### src/rtl/fifo_level_ctrl_if.sv
// Control/status bundle between a FIFO level controller and its user.
// The slave modport is the controller side; master drives requests and thresholds.
interface fifo_level_ctrl_if #(
  parameter int ADDR_W = 3,
  parameter int LVL_W  = ADDR_W + 1
);
  logic              clr;
  logic              w_en;
  logic              r_en;
  logic [LVL_W-1:0]  ae_thresh;
  logic [LVL_W-1:0]  af_thresh;
  logic              err_clr;
  logic [ADDR_W-1:0] w_addr;
  logic [ADDR_W-1:0] r_addr;
  logic              w_ack;
  logic              r_ack;
  logic [LVL_W-1:0]  count;
  logic              empty;
  logic              full;
  logic              almost_empty;
  logic              almost_full;
  logic              overflow;
  logic              underflow;

  modport master (
    output clr, w_en, r_en, ae_thresh, af_thresh, err_clr,
    input  w_addr, r_addr, w_ack, r_ack, count, empty, full,
           almost_empty, almost_full, overflow, underflow
  );

  modport slave (
    input  clr, w_en, r_en, ae_thresh, af_thresh, err_clr,
    output w_addr, r_addr, w_ack, r_ack, count, empty, full,
           almost_empty, almost_full, overflow, underflow
  );
endinterface

### src/rtl/fifo_level_ctrl.sv
// FIFO pointer/occupancy controller: comb accept, flags registered from next count (zero lag).
// Writes refused when full, reads refused when empty; refusals latch sticky errors.
module fifo_level_ctrl #(
  parameter int ADDR_W = 3,
  parameter int LVL_W  = ADDR_W + 1
) (
  input logic             clk,
  input logic             n_rst,
  fifo_level_ctrl_if.slave bus
);
  localparam int                DEPTH   = 2 ** ADDR_W;
  localparam logic [LVL_W-1:0]  DEPTH_L = LVL_W'(DEPTH);
  localparam logic [LVL_W-1:0]  ONE_L   = LVL_W'(1);
  localparam logic [ADDR_W-1:0] ONE_A   = ADDR_W'(1);

  logic [ADDR_W-1:0] r_waddr;
  logic [ADDR_W-1:0] r_raddr;
  logic [LVL_W-1:0]  r_count;
  logic              r_empty;
  logic              r_full;
  logic              r_aempty;
  logic              r_afull;
  logic              r_ovf;
  logic              r_udf;

  logic              w_wack;
  logic              w_rack;
  logic [LVL_W-1:0]  w_count_nxt;

  // Accept decisions look only at registered full/empty so there is no comb path from the count adder.
  always_comb begin
    w_wack      = bus.w_en & ~r_full  & ~bus.clr;
    w_rack      = bus.r_en & ~r_empty & ~bus.clr;
    w_count_nxt = r_count;
    if (bus.clr)
      w_count_nxt = '0;
    else if (w_wack & ~w_rack)
      w_count_nxt = r_count + ONE_L;
    else if (w_rack & ~w_wack)
      w_count_nxt = r_count - ONE_L;
  end

  always_ff @(posedge clk or negedge n_rst) begin
    if (!n_rst) begin
      r_waddr  <= '0;
      r_raddr  <= '0;
      r_count  <= '0;
      r_empty  <= 1'b1;
      r_full   <= 1'b0;
      r_aempty <= 1'b1;
      r_afull  <= 1'b0;
    end else begin
      if (bus.clr) begin
        r_waddr <= '0;
        r_raddr <= '0;
      end else begin
        if (w_wack) r_waddr <= r_waddr + ONE_A;
        if (w_rack) r_raddr <= r_raddr + ONE_A;
      end
      r_count  <= w_count_nxt;
      r_empty  <= (w_count_nxt == '0);
      r_full   <= (w_count_nxt == DEPTH_L);
      r_aempty <= (w_count_nxt <= bus.ae_thresh);
      r_afull  <= (w_count_nxt >= bus.af_thresh);
    end
  end

  // Set has priority over err_clr so an error in the clearing cycle is never lost.
  always_ff @(posedge clk or negedge n_rst) begin
    if (!n_rst) begin
      r_ovf <= 1'b0;
      r_udf <= 1'b0;
    end else begin
      r_ovf <= (bus.w_en & r_full)  | (r_ovf & ~bus.err_clr);
      r_udf <= (bus.r_en & r_empty) | (r_udf & ~bus.err_clr);
    end
  end

  assign bus.w_addr       = r_waddr;
  assign bus.r_addr       = r_raddr;
  assign bus.w_ack        = w_wack;
  assign bus.r_ack        = w_rack;
  assign bus.count        = r_count;
  assign bus.empty        = r_empty;
  assign bus.full         = r_full;
  assign bus.almost_empty = r_aempty;
  assign bus.almost_full  = r_afull;
  assign bus.overflow     = r_ovf;
  assign bus.underflow    = r_udf;
endmodule

### src/flat_wrapper.sv
// flat-port wrapper written by rule: the top's interface ports become plain ports
module fifo_level_ctrl_flat 
#(
  parameter int ADDR_W = 3,
  parameter int LVL_W  = ADDR_W + 1
)
  (clk, n_rst, bus_clr, bus_w_en, bus_r_en, bus_ae_thresh, bus_af_thresh, bus_err_clr, bus_w_addr, bus_r_addr, bus_w_ack, bus_r_ack, bus_count, bus_empty, bus_full, bus_almost_empty, bus_almost_full, bus_overflow, bus_underflow);
  fifo_level_ctrl_if #(.ADDR_W(ADDR_W), .LVL_W(LVL_W)) bus_i ();
  input logic clk;
  input logic n_rst;
  input wire logic [$bits(bus_i.clr)-1:0] bus_clr;
  input wire logic [$bits(bus_i.w_en)-1:0] bus_w_en;
  input wire logic [$bits(bus_i.r_en)-1:0] bus_r_en;
  input wire logic [$bits(bus_i.ae_thresh)-1:0] bus_ae_thresh;
  input wire logic [$bits(bus_i.af_thresh)-1:0] bus_af_thresh;
  input wire logic [$bits(bus_i.err_clr)-1:0] bus_err_clr;
  output wire logic [$bits(bus_i.w_addr)-1:0] bus_w_addr;
  output wire logic [$bits(bus_i.r_addr)-1:0] bus_r_addr;
  output wire logic [$bits(bus_i.w_ack)-1:0] bus_w_ack;
  output wire logic [$bits(bus_i.r_ack)-1:0] bus_r_ack;
  output wire logic [$bits(bus_i.count)-1:0] bus_count;
  output wire logic [$bits(bus_i.empty)-1:0] bus_empty;
  output wire logic [$bits(bus_i.full)-1:0] bus_full;
  output wire logic [$bits(bus_i.almost_empty)-1:0] bus_almost_empty;
  output wire logic [$bits(bus_i.almost_full)-1:0] bus_almost_full;
  output wire logic [$bits(bus_i.overflow)-1:0] bus_overflow;
  output wire logic [$bits(bus_i.underflow)-1:0] bus_underflow;
  assign bus_i.clr = bus_clr;
  assign bus_i.w_en = bus_w_en;
  assign bus_i.r_en = bus_r_en;
  assign bus_i.ae_thresh = bus_ae_thresh;
  assign bus_i.af_thresh = bus_af_thresh;
  assign bus_i.err_clr = bus_err_clr;
  assign bus_w_addr = bus_i.w_addr;
  assign bus_r_addr = bus_i.r_addr;
  assign bus_w_ack = bus_i.w_ack;
  assign bus_r_ack = bus_i.r_ack;
  assign bus_count = bus_i.count;
  assign bus_empty = bus_i.empty;
  assign bus_full = bus_i.full;
  assign bus_almost_empty = bus_i.almost_empty;
  assign bus_almost_full = bus_i.almost_full;
  assign bus_overflow = bus_i.overflow;
  assign bus_underflow = bus_i.underflow;
  fifo_level_ctrl #(.ADDR_W(ADDR_W), .LVL_W(LVL_W)) u_core (.clk(clk), .n_rst(n_rst), .bus(bus_i));
endmodule
### config.mk
export PLATFORM = sky130hd
export DESIGN_NAME = fifo_level_ctrl_flat
export DESIGN_NICKNAME = d
export VERILOG_FILES = /design/src/rtl/fifo_level_ctrl_if.sv /design/src/rtl/fifo_level_ctrl.sv /design/src/flat_wrapper.sv
export SDC_FILE = /design/constraint.sdc
export NUM_CORES = 1
export LEC_CHECK = 0
export CORE_AREA = 2 2 56 58
export DETAILED_ROUTE_END_ITERATION = 12
export DIE_AREA = 0 0 58 60
export SYNTH_ARGS = -nofsm -noshare
export SYNTH_HDL_FRONTEND = slang
export SYNTH_SLANG_ARGS = --single-unit
### constraint.sdc
create_clock -name clk -period 4.8 [get_ports clk]
set_clock_uncertainty 0.1 [all_clocks]
set_input_delay 1.2 -clock clk [delete_from_list [all_inputs] [get_ports clk]]
set_output_delay 1.2 -clock clk [all_outputs]
set_load 0.01 [all_outputs]
==> results.rst, run 1 <==
.. list-table::
   :header-rows: 1

   * - Metric
     - Value
   * - Run status
     - finished clean
   * - Number of I/O pins
     - 32
   * - Multi-input combinational cell area
     - between 500 and 600 um2
   * - Start of the worst register-to-register path
     - u_core.bus.count[0]$_DFF_PN0_
   * - Chip width
     - 58 um
   * - Post-Synth XOR/XNOR Area
     - 5.06%
   * - Total GRT Usage
     - 14.2%
   * - Average via count per standard cell
     - 4.96
   * - Routability-driven placement congestion ratio
     - between 0.7 and 0.8
   * - Number of clock sinks
     - 16
   * - Portion of netlist area occupied by mux cells
     - 0%
   * - Starting density of the core
     - 35.8%
   * - Inserted Clock Buffers
     - 3
   * - Minimum period implied by the final worst setup slack
     - 3.91 ns
   * - Number of setup buffers added after CTS
     - 0
   * - Post-route antenna net violation count
     - 0
   * - Power per unit of standard cell area
     - 319 nW/um2
   * - Total of flip-flops plus latches after synthesis
     - 16
   * - Skew-Pair Late Insertion Delay
     - 0.30 ns
   * - Iter 0 DRT Violations
     - 5
   * - Crit. End Element
     - output pin
   * - Simple-gate share of the synthesized area
     - 23.1%
   * - Standard cell area after detailed placement
     - between 1000 and 1500 um2
   * - Worst max-slew margin expressed relative to the limit
     - a little over half
   * - Setup total negative slack
     - 0 ns
   * - Main combinational cell family by area after synthesis
     - simple AND/OR/NAND/NOR gates
   * - Final Hold Viols
     - 0
   * - Fin crit share
     - a little over 80%
   * - VDD IR-drop max
     - 0.000129 V
   * - Total congestion overflow after global routing
     - 0
   * - Area Growth Syn to Fin
     - 35.9%
   * - Leakage power
     - 0.649 nW
   * - Most frequent standard cell in the layout excluding fill and tap cells
     - sky130_fd_sc_hd__clkdlybuf4s50_1
   * - Syn_area_per_cell
     - 9.62 um2
   * - Maximum net fanout on the critical path
     - 14
   * - Number of antenna diodes
     - 0
   * - Via count of the first global-routing pass
     - 879
   * - Share of cells above drive strength 1
     - 12.1%
   * - Cts-stage hold buffer count
     - 0
   * - Placeable core region
     - 2900 um2
   * - Number of cells upsized or downsized after cts
     - 0
   * - Number of standard cells after synthesis
     - 108
   * - Adder and majority gate portion of the synthesized area
     - roughly 14%
   * - Synthesized cell area
     - 1040 um2
   * - Slew Limit Fails
     - 0
   * - Register area
     - 403 um2
   * - Buffer depth of the longest clock path
     - 2
   * - Standard-cell row count
     - 20
   * - Launching element of the worst setup path
     - bus_clr
   * - Register-to-register setup slack
     - 2.28 ns
   * - Sequential cell area fraction in the yosys report
     - 38.8%
   * - RSZ-0062 raised after global routing
     - false
   * - Required time of the critical path
     - 3.50 ns
   * - Number of different library cells in the post-synthesis netlist
     - 34
   * - Via count
     - roughly 860
   * - Clk pin slew, worst setup/hold paths
     - 0.10 ns
   * - Max-cap viol count
     - 0
   * - Final-report setup violation count
     - 0
   * - Data arrival at the endpoint of the critical path
     - 2.61 ns
   * - Final layout net count
     - around 170
   * - Worst hold path startpoint
     - u_core.bus.underflow$_DFF_PN0_
   * - Remaining design rule violation count
     - 0
   * - Detailed placement HPWL
     - about 1700 um
   * - Port buffer count
     - 31
   * - Root buf cell
     - sky130_fd_sc_hd__clkbuf_4
   * - Number of antenna violations at the first check in global routing
     - 0
   * - Layout Cell Area excl Fill
     - roughly 1400 um2
   * - Fraction of the mapped netlist area in compound gates
     - 12.0%
   * - Count of fill cells added during filler insertion
     - 288
   * - Peak clock frequency supported by timing
     - 256 MHz
   * - Wire length of the first global-routing pass
     - 3720 um
   * - Average detailed-routed wire length per instance
     - 11.6 um
   * - Syn Nets
     - 134
   * - CTS tree
     - built
   * - Pre-Repair DR Iteration Count
     - 2
   * - Height of the die
     - 60 um
   * - Area of the die
     - 3480 um2
   * - Launching element type of the critical path
     - input pin
   * - Largest net degree at the start of global routing
     - 17
   * - Worst Setup Path Type
     - input pin to output pin
   * - Path category of the worst min-delay check
     - register to register
   * - Maximum level of the CTS H-tree
     - 1
   * - Synthesis warning total
     - 0
   * - Commonest non-fill, non-tap cells in the layout
     - sky130_fd_sc_hd__clkdlybuf4s50_1 (31), sky130_fd_sc_hd__dfrtp_1 (14), sky130_fd_sc_hd__inv_1 (12), sky130_fd_sc_hd__ha_1 (12), sky130_fd_sc_hd__nand2_1 (10)
   * - Post-Route Hold Slack
     - about 0.44 ns
   * - Worst-Margin Slew
     - 0.703 ns
   * - Sum of routed wire length over all layers
     - 2020 um
## registers in the layout, indices dropped and copies added (netlist names)
name,flops
u_core.bus.almost_empty,1
u_core.bus.r_addr,3
u_core.bus.w_addr,3
u_core.bus.almost_full,1
u_core.bus.count,4
u_core.bus.underflow,1
u_core.bus.empty,1
u_core.bus.overflow,1
u_core.bus.full,1
## synthesized netlist by cell type (all sizes together)
| cell | number | area, um2 |
|---|---|---|
| buf | 2 | 18.8 |
| dfrtp | 14 | 350 |
| nand2b | 6 | 40.0 |
| nor4 | 2 | 27.5 |
| nor3 | 2 | 15.0 |
| a21oi | 5 | 25.0 |
| a211oi | 4 | 30.0 |
| nor2 | 10 | 42.5 |
| dfstp | 2 | 52.6 |
| o21bai | 1 | 7.51 |
| ha | 12 | 150 |
| xnor2 | 3 | 26.3 |
| inv | 12 | 45.0 |
| xor2 | 3 | 26.3 |
| clkbuf | 1 | 3.75 |
| nand3 | 2 | 10.0 |
| nor2b | 4 | 32.5 |
| or3b | 1 | 8.76 |
| and4 | 2 | 20.0 |
| o22ai | 2 | 18.8 |
| nand2 | 11 | 43.8 |
| a41o | 1 | 10.0 |
| o21ai | 6 | 33.8 |
## metal layers
metal	vias up	GRT usage, %	share of wire, %
met5	-	0	0
met4	0	4.98	1.8
met3	5	2.60	5.9
met2	27	24.8	48
met1	398	17.5	44
li1	433	-	-
## power breakdown
| group | internal [mW] | switching (mW) | leakage [nW] | total, mW |
|---|---|---|---|---|
| combinational | 0.0958 | 0.0860 | 0.419 | 0.182 |
| clock | 0.0463 | 0.0455 | 0.0210 | 0.0918 |
| sequential | 0.157 | 0.0201 | 0.209 | 0.177 |
## cell type report
| class | instances | area share [%] |
|---|---|---|
| multi-input cells | 77 | 40.2 |
| flip-flops and latches | 16 | 28.5 |
| clock buffers | 4 | 2.57 |
| inverters | 12 | 3.19 |
| repair buffers | 32 | 22.5 |
| well taps | 33 | 2.93 |
## worst max-delay path, stage by stage
cell and delay [ns]:
sky130_fd_sc_hd__clkdlybuf4s50_1 0.67, sky130_fd_sc_hd__nor2_1 0.19, sky130_fd_sc_hd__clkdlybuf4s50_1 0.55
## cells by family (layout without fill, tap and decap cells)
| logic type | Yosys count | in the layout |
|---|---|---|
| adder cells (fa/ha/maj) | 12 | 12 |
| XOR/XNOR | 6 | 6 |
| AO/OA/AOI/OAI | 19 | 19 |
| flip-flops | 16 | 16 |
| buffers and inverters | 15 | 48 |
| AND/OR/NAND/NOR | 40 | 40 |
## per-stage QoR
step / instances / total power [mW] / utilization (%) / worst slack (ns)
floorplan: 108 / 0.288 / - / 1.78
global placement: 170 / 0.360 / 47.4 / 0.899
detailed placement: 170 / 0.364 / 47.4 / 0.889
CTS: 174 / 0.455 / 48.6 / 0.889
global route: 174 / 0.489 / 48.6 / 0.797
finish: 174 / 0.451 / 48.6 / 0.888
## worst paths after layout
kind,end,depth (start not counted)
setup / recovery,bus_w_ack,3
hold / removal,u_core.bus.underflow$_DFF_PN0_,2
setup reg to reg,u_core.bus.almost_empty$_DFF_PN1_,10
hold reg to reg,u_core.bus.underflow$_DFF_PN0_,2
max in group asynchronous,u_core.bus.r_addr[1]$_DFFE_PN0P_,1
min in group asynchronous,u_core.bus.w_addr[2]$_DFFE_PN0P_,1
No activity file was read; power rests on OpenSTA's default activity.
==> run 2: changes to the inputs <==
==> constraint.sdc (replaced) <==
create_clock -name clk -period 4.1 [get_ports clk]
set_clock_uncertainty 0.1 [all_clocks]
set_input_delay 1.025 -clock clk [delete_from_list [all_inputs] [get_ports clk]]
set_output_delay 1.025 -clock clk [all_outputs]
set_load 0.01 [all_outputs]
==> results.rst, run 2 (same netlist as run 1, synthesis figures left out) <==
.. list-table::
   :header-rows: 1

   * - Metric
     - Value
   * - Number of antenna violations at the first check in global routing
     - 0
   * - Number of antenna diodes
     - 0
   * - Slew Limit Fails
     - 0
   * - Chip width
     - approximately 58 um
   * - Sum of routed wire length over all layers
     - approximately 2200 um
   * - Number of setup buffers added after CTS
     - 0
   * - Peak clock frequency supported by timing
     - 284 MHz
   * - Register-to-register setup slack
     - 1.59 ns
   * - Launching element type of the critical path
     - input pin
   * - Wire length of the first global-routing pass
     - 3550 um
   * - RSZ-0062 raised after global routing
     - false
   * - CTS tree
     - built
   * - Data arrival at the endpoint of the critical path
     - about 2.4 ns
   * - Area of the die
     - 3480 um2
   * - Height of the die
     - 60 um
   * - Via count
     - ~860
   * - FF-to-FF End
     - u_core.bus.almost_empty$_DFF_PN1_
   * - Number of cells upsized or downsized after cts
     - 0
   * - Average via count per standard cell
     - ~4.9
   * - Worst Setup Path Type
     - input pin to output pin
   * - Count of fill cells added during filler insertion
     - 295
   * - Maximum net fanout on the critical path
     - 6
   * - Required time of the critical path
     - 2.97 ns
   * - Launching element of the worst setup path
     - bus_w_en
   * - Path category of the worst min-delay check
     - register to register
   * - Register area
     - 403 um2
   * - Standard-cell row count
     - 20
   * - Pre-Repair DR Iteration Count
     - 4
   * - Final-report setup violation count
     - 0
   * - Leakage power
     - 0.654 nW
   * - Post-Route Hold Slack
     - 0.426 ns
   * - Skew-Pair Late Insertion Delay
     - 0.29 ns
   * - Clk pin slew, worst setup/hold paths
     - 0.10 ns
   * - Most frequent standard cell in the layout excluding fill and tap cells
     - sky130_fd_sc_hd__clkdlybuf4s50_1
   * - Number of flip-flops under the largest register name
     - 4
   * - Routability-driven placement congestion ratio
     - approximately 0.77
   * - Multi-input combinational cell area
     - 568 um2
   * - Root buf cell
     - sky130_fd_sc_hd__clkbuf_4
   * - Worst-Margin Slew
     - 0.726 ns
   * - Number of clock sinks
     - 16
   * - Maximum level of the CTS H-tree
     - 1
   * - Area Growth Syn to Fin
     - 36.6%
   * - Most common cell on crit path
     - sky130_fd_sc_hd__clkdlybuf4s50_1
   * - Largest net degree at the start of global routing
     - 17
   * - Total GRT Usage
     - 13.6%
   * - Inserted Clock Buffers
     - 3
   * - Iter 0 DRT Violations
     - 17
   * - Cts-stage hold buffer count
     - 0
   * - Combined buffer and inverter count along the critical path
     - 2
   * - Detailed placement HPWL
     - approximately 1700 um
   * - Crit. End Element
     - output pin
   * - Final Hold Viols
     - 0
   * - Kind of cell with the highest combined delay on the critical path
     - buffers and inverters
   * - Number of logic stages on the critical path including buffering
     - 4
   * - Minimum period implied by the final worst setup slack
     - 3.52 ns
   * - FF-to-FF path depth
     - 10
   * - Cell with the biggest individual delay on the critical path
     - sky130_fd_sc_hd__clkdlybuf4s50_1
   * - Final layout net count
     - 169
   * - Commonest non-fill, non-tap cells in the layout
     - sky130_fd_sc_hd__clkdlybuf4s50_1 (31), sky130_fd_sc_hd__dfrtp_1 (14), sky130_fd_sc_hd__inv_1 (12), sky130_fd_sc_hd__ha_1 (12), sky130_fd_sc_hd__nand2_1 (10)
   * - Run status
     - finished clean
   * - VDD IR-drop max
     - 0.000173 V
   * - Post-route antenna net violation count
     - 0
   * - Start of the worst register-to-register path
     - u_core.bus.count[0]$_DFF_PN0_
   * - Max-cap viol count
     - 0
   * - CP cell instances
     - clkdlybuf4s50_1 > nand2b_1 > nor2_1 > clkdlybuf4s50_1
   * - Port buffer count
     - 31
   * - Buffer depth of the longest clock path
     - 2
   * - Average detailed-routed wire length per instance
     - 12.3 um
   * - Share of cells above drive strength 1
     - about 13%
   * - Power per unit of standard cell area
     - 374 nW/um2
   * - Remaining design rule violation count
     - 0
   * - Via count of the first global-routing pass
     - 830
   * - Starting density of the core
     - ~36%
   * - Critical path destination
     - bus_w_ack
   * - Number of I/O pins
     - 32
   * - Setup total negative slack
     - 0 ns
   * - Placeable core region
     - 2900 um2
   * - Fin crit share
     - 85.8%
   * - Worst max-slew margin expressed relative to the limit
     - 51.4%
   * - Total congestion overflow after global routing
     - 0
   * - Delay of the slowest critical-path stage
     - between 0.5 and 0.6 ns
## run 2: how the worst min path moves through the flow
stage                                        start  cells after the start  slack, ns                        endpoint
global placement    u_core.bus.underflow$_DFF_PN0_                      2       0.41  u_core.bus.underflow$_DFF_PN0_
CTS                 u_core.bus.underflow$_DFF_PN0_                      2       0.44  u_core.bus.underflow$_DFF_PN0_
finish              u_core.bus.underflow$_DFF_PN0_                      2       0.43  u_core.bus.underflow$_DFF_PN0_
global route        u_core.bus.underflow$_DFF_PN0_                      2       0.45  u_core.bus.underflow$_DFF_PN0_
floorplan                u_core.bus.full$_DFF_PN0_                      2       0.44   u_core.bus.overflow$_DFF_PN0_
detailed placement  u_core.bus.underflow$_DFF_PN0_                      2       0.42  u_core.bus.underflow$_DFF_PN0_
## run 2: worst reg2reg max path: cells and delay by family, from the launching register on
family,cells,cell delay [ns]
AO/OA/AOI/OAI,5,0.88
adder cells (fa/ha/maj),2,0.68
buffers and inverters,1,0.09
flip-flops,1,0.50
AND/OR/NAND/NOR,2,0.21
## run 2: per-layer routing
layer / track usage, % / up-vias / share of wire [%]
met1: 15.8 / 396 / 42
met3: 4.33 / 4 / 7.3
met2: 23.9 / 33 / 50
met4: 3.99 / 0 / 0.79
met5: 0 / - / 0
li1: - / 429 / -
## run 2: cell type report
class / count / area share [%]
multi-input combinational: 77 / 40.0
tap: 33 / 2.91
clock buffer: 4 / 2.56
inverter: 12 / 3.17
timing repair buffer: 33 / 22.9
sequential: 16 / 28.4
## run 2: metrics by stage
step / utilization [%] / power (mW) / area (um2) / cells / worst slack, ns
3_5_place_dp: 47.6 / 0.427 / 1380 / 171 / 0.555
5_1_grt: 48.9 / 0.572 / 1420 / 175 / 0.485
2_1_floorplan: - / 0.337 / 1040 / 108 / 1.26
6_report: 48.9 / 0.530 / 1420 / 175 / 0.583
3_3_place_gp: 47.6 / 0.424 / 1380 / 171 / 0.575
4_1_cts: 48.9 / 0.535 / 1420 / 175 / 0.562
## run 2: power breakdown
part,internal (mW),switching [mW]
Combinational,0.113,0.102
Clock,0.0541,0.0546
Sequential,0.184,0.0229
